--- config.mk ---
export PLATFORM = sky130hd
export DESIGN_NAME = byte_packer
export DESIGN_NICKNAME = d
export VERILOG_FILES = /design/src/rtl/byte_packer.sv
export SDC_FILE = /design/constraint.sdc
export NUM_CORES = 1
export LEC_CHECK = 0
export ABC_AREA = 1
export CORE_AREA = 4 4 66 68
export CTS_CLUSTER_DIAMETER = 120
export DETAILED_ROUTE_END_ITERATION = 12
export DIE_AREA = 0 0 70 72
export GPL_TIMING_DRIVEN = 0
export PLACE_DENSITY = 0.8
export SLEW_MARGIN = 15
export SYNTH_ARGS = -nofsm -noshare
export SYNTH_HDL_FRONTEND = slang
export SYNTH_SLANG_ARGS = --single-unit
--- constraint.sdc ---
create_clock -name clk -period 4.9 [get_ports clk]
set_clock_uncertainty 0.15 [all_clocks]
set_input_delay 0.98 -clock clk [delete_from_list [all_inputs] [get_ports clk]]
set_output_delay 0.98 -clock clk [all_outputs]
set_load 0.1 [all_outputs]
--- src/rtl/byte_packer.sv ---
// byte_packer: assembles four consecutive 8-bit bytes into one 32-bit word.
// Byte input and word output both use a valid/ready handshake.
// Build option: define BYTE_PACKER_LE_EN for little-endian lane placement
// (first byte in [7:0]); the default is big-endian (first byte in [31:24]).
module byte_packer (
    input  logic        clk,
    input  logic        rst_n,
    input  logic        clr,
    input  logic [7:0]  in_byte,
    input  logic        in_valid,
    output logic        in_ready,
    output logic [31:0] out_word,
    output logic        out_valid,
    input  logic        out_ready,
    output logic [1:0]  cnt
);

    logic        accept;
    logic        xfer;
    logic [1:0]  lane;
    logic [31:0] word_next;

    // A held word blocks input unless it leaves in this same cycle.
    assign in_ready = !out_valid || out_ready;
    assign accept   = in_valid && in_ready && !clr;
    assign xfer     = out_valid && out_ready;

`ifdef BYTE_PACKER_LE_EN
    assign lane = cnt;
`else
    assign lane = 2'd3 - cnt;
`endif

    // Merge the incoming byte into its lane; the first byte of a word starts from zero.
    always_comb begin
        word_next = (cnt == 2'd0) ? '0 : out_word;
        word_next[{lane, 3'b000} +: 8] = in_byte;
    end

    // Partial-word register, byte counter and output-valid flag.
    always_ff @(posedge clk or negedge rst_n) begin
        if (!rst_n) begin
            out_word  <= '0;
            out_valid <= 1'b0;
            cnt       <= 2'd0;
        end else if (clr) begin
            out_word  <= '0;
            out_valid <= 1'b0;
            cnt       <= 2'd0;
        end else begin
            if (xfer) begin
                out_valid <= 1'b0;
            end
            if (accept) begin
                out_word <= word_next;
                cnt      <= cnt + 2'd1;
                if (cnt == 2'd3) begin
                    out_valid <= 1'b1;
                end
            end
        end
    end

endmodule

[Word-level counts from Yosys, hierarchy flattened]
Index checks and enable logic that the tools add are counted.
Widths: inputs -> output; s select.
Storage, ports and cells
  register bits after elaboration: 35
  word-level logic and storage cells: 27
Operators by class
  muxes and demuxes: 10
  eq/ne operators: 1
  add/subtract/negate cells: 3
  reductions and logical operators: 8
  shift-type cells: 2
Operators by type and width (count)
  $mux 32: 3
  $bwmux 32: 1
  $shift 8x7->32 const A: 1
  $shiftx 8x7->32: 1
  $neg 5->7: 1
  $mux 1: 4
  $mux 2: 2
  $logic_and 1x1->1: 3
  $add 2x1->2 const B: 1
  $eq 2x2->1 const B: 1
  $logic_not 1->1: 2
  $logic_not 2->1: 1
  $reduce_bool 2->1: 1
  $sub 2x2->2 const A: 1
  $logic_or 1x1->1: 1

[Longest topological paths before layout]
  depth after elaboration: 6
  gate-level depth with buffers: 10

[Least setup slack after synthesis]
Ideal clock, no wire load.
  path type: register to output
  start point: register out_valid
  end point: output in_ready
  required time: 3.770 ns
  arrival: 1.730 ns
  cell stages (with the launch flop): 2
  path slack: 2.040 ns
  path buffers: 0
  cells stage by stage: dfrtp_1 -> nand2_1
On the way
  cells in the longest elaborated chain, start to end: 2
Ends and longest elaborated chain
  start, declared: RTL line 13  | output logic out_valid,
  start signal, assigned: RTL line 44  | out_valid <= 1'b0;
  start signal, assigned: RTL line 48  | out_valid <= 1'b0;
  start signal, assigned: RTL line 52  | out_valid <= 1'b0;
  $logic_not 1->1: RTL line 24  | assign in_ready = !out_valid || out_ready;
  $logic_or 1x1->1: RTL line 24
  end, declared: RTL line 11  | output logic in_ready,
Every way passes these cells.

[Worst setup path in the final report]
  start point: input out_ready
  end point: output in_ready
On the way
  cells in the longest elaborated chain, start to end: 1
Ends and longest elaborated chain
  start, declared: RTL line 14  | input logic out_ready,
  $logic_or 1x1->1: RTL line 24
Every way passes these cells.

==> run summary <==
The run gives 3.60% as the met3 usage in global routing. The run gives 34.5% as the normalized max-slew margin. The tightest min-delay check is of the reg2reg type. For this block, the initial DRC count from the detailed router was 73.

Routed length per placed instance: 11.9 µm. After synthesis, the largest family of logic cells by area is simple AND/OR/NAND/NOR gates. The synthesized netlist devotes 4.06% of its cell area to adder and majority cells. Ranked by total cell area, the synthesized netlist is headed by dfrtp_1, nand2_1, nor2_1. The tools report the total via count in the routed design as 1640.

The detailed-placement wirelength estimate came out at 3.06 mm. In this run, CTS created clock tree buffers numbering 5. Commonest non-fill, non-tap cell in the layout: nand2_1. The ratio of cells with drive above 1 in the final layout was 9.86%. In this run the remaining antenna-violating nets after routing total 0. The netlist area before placement came out at 1850 µm². The share of the synthesized area in the top cell type works out to 47.3%. The top cell types in the final layout, fill and taps aside, are nand2_1, clkdlybuf4s50_1, dfrtp_1. Once placement completed, the tool counted placed cells totaling 336.

Dividing total power by cell area gives a power density of 301 nW/µm². Setup repair after global routing left no endpoint under its margin. For this design, the sink count on the clock tree is 35. The routability congestion estimate was 0.920.

The run finished with clean final reports. The tools report the largest voltage drop on the vdd net as 168 µV. In the post-route analysis, the smallest setup slack over all paths is 1.06 ns. The tightest hold path in the finished design has a slack of 0.328 ns. The portion of the post-synthesis area used by sequential elements came out at 47.3%. The run gives 1.29 nW as the leakage power total.

Global routing finished with a remaining overflow of 0. Summed over all layers, the routed wires come to 4.09 mm. After floorplanning, the core was sized to cover 3860 µm².

The via count of the first global-routing pass is 1679. In this run the clock root is driven by a clkbuf_8. For the worst setup path, the data required time is 3.77 ns. After clock tree synthesis, the repair step resized 0 gates.

The worst path in the final design needs a cycle of 3.84 ns, including I/O delays and setup. Clock latency reported for the late side of the worst-skew pair: 0.29 ns. From left edge to right edge, the die measures 70 µm. Each instance of the synthesized netlist takes up on average 7.78 µm². During placement, the flow inserted port buffers numbering 48.

The cell area after placement was 2390 µm². The worst setup path is launched from an input port. The synthesized netlist devotes 2.84% of its cell area to compound gates. Fraction of met1 tracks used by global routing: 22.3%. The utilization after layout is 64.1%. Synthesis produced a netlist whose cell count is 238.

Max-cap violations in this run came to 0. The height of the chip is 72 µm. The tools report the maximum clock path buffer count as 2. Maximum level of the CTS H-tree: 2.

For this run, design rule violations remaining after detail routing come to 0. The largest fanout on the critical path was 3; the count of pins over their slew limit was 0. Yosys mapped the design onto 20 distinct sky130hd cell types.

The synthesized netlist devotes 0% of its cell area to XOR and XNOR gates. Multiplexer cells account for 0% of the synthesized area. Buffers added to address setup during post-CTS repair amount to 0.

Based on the critical path, the design can be clocked at up to 0.260 GHz. The hold violation count in the final report was 0. The count of hold-fix buffers inserted at cts came out at 0. Global-route layer with the greatest usage: met2.

The Yosys step of the flow raised 0 warnings. Final count of negative-setup-slack endpoints: 0. The worst setup path is of the in2out kind. In this run the core area contains 23 standard-cell rows. STA classifies the critical path endpoint as an output pin. After routing, the total negative slack on setup checks comes to 0 ns. For met2 alone, demand over resource in global routing was 29.5%. The synthesized design spends more area on one cell type than any other, namely dfrtp_1.

Clock slew at the register clock pins of the worst setup and hold paths: 0.07 ns. TritonCTS built the clock tree. The final instance area came out at 2470 µm². The critical path's slowest cell is clkdlybuf4s50_1. The tools report the non-filler instance count after layout as 344.

The tools report the post-placement worst setup slack as 1.04 ns. The initial standard-cell utilization of the core is 48.0%. The critical path goes through clkdlybuf4s50_1, inv_1, nand2_1, clkdlybuf4s50_1. After detailed routing, the number of vias per cell comes to 4.77.

The most frequent cell on the critical path is clkdlybuf4s50_1. At the end of the flow, the number of nets in the layout was 312. Data on the critical path arrives at its endpoint at 2.71 ns. The first global-routing pass estimated 7.21 mm of wire.

Boundary pin count: 49. The final cycle utilization of the critical path is 78.4%, and the area enclosed by the die boundary is 5040 µm². Relative to the synthesized area, the layout overhead comes to 33.7%. The design draws 746 µW.

For the pin with the worst max-slew slack, the measured transition is 0.979 ns. The number of antenna diodes was 0; the post-synthesis sequential element count was 35. For this run, the detailed router's first-pass iteration total came to 5. The number of nets handed over by synthesis was 257. The initial antenna violation count came out at 0. Global routing used 17.8% of the available tracks across all layers. Entering global routing, the biggest net connects 36 pins. The critical path's largest stage delay was 1.15 ns; the simple-gate share of the synthesized area was 40.2%.
-- registers in the layout, indices dropped and copies added (netlist names) --
register / cells
out_word: 32
cnt: 2
out_valid: 1
-- routing by layer --
metal	part of all wire, %	vias up
met5	0	-
met3	5.4	7
met1	46	742
met4	1.6	0
met2	47	54
li1	-	837
-- where the power goes --
group	switching [mW]	internal [mW]
logic	0.175	0.0583
registers	0.00826	0.300
clock network	0.105	0.0993
-- Yosys cell counts, drive strengths merged --
master / number
a21oi: 4
buf: 4
dfrtp: 35
ha: 6
inv: 20
nand2: 105
nand3: 23
nor2: 36
nor3: 3
o21ai: 2
-- cell type report --
| type | count | area [µm²] |
|---|---|---|
| Clock buffer | 6 | 72.6 |
| Clock inverter | 2 | 12.5 |
| Tap cell | 50 | 62.6 |
| Fill cell | 339 | 1380 |
| Buffer | 4 | 26.3 |
| Multi-Input combinational cell | 179 | 871 |
| Sequential cell | 35 | 876 |
| Inverter | 20 | 77.6 |
| Timing Repair Buffer | 48 | 475 |
-- final timing paths --
| check | slack (ns) | startpoint | endpoint | cells after the start |
|---|---|---|---|---|
| max | 1.06 | out_ready | in_ready | 4 |
| min | 0.33 | out_word[15] | out_word[15] | 2 |
| max reg2reg | 2.95 | cnt[0] | out_word[1] | 8 |
| min reg2reg | 0.33 | out_word[15] | out_word[15] | 2 |
| max in group asynchronous | 3.53 | rst_n | out_word[11] | 1 |
| min in group asynchronous | 0.59 | rst_n | out_word[17] | 1 |
-- critical path, delay by kind of cell --
| kind | cells | cell delay (ns) |
|---|---|---|
| simple gates | 1 | 0.10 |
| buf+inv | 3 | 1.63 |
-- kinds of logic after synthesis --
| logic type | count (synthesis) |
|---|---|
| compound gates | 6 |
| buf+inv | 24 |
| simple gates | 167 |
| fa+ha+maj | 6 |
| flops | 35 |
No activity file was read; power rests on OpenSTA's default activity.
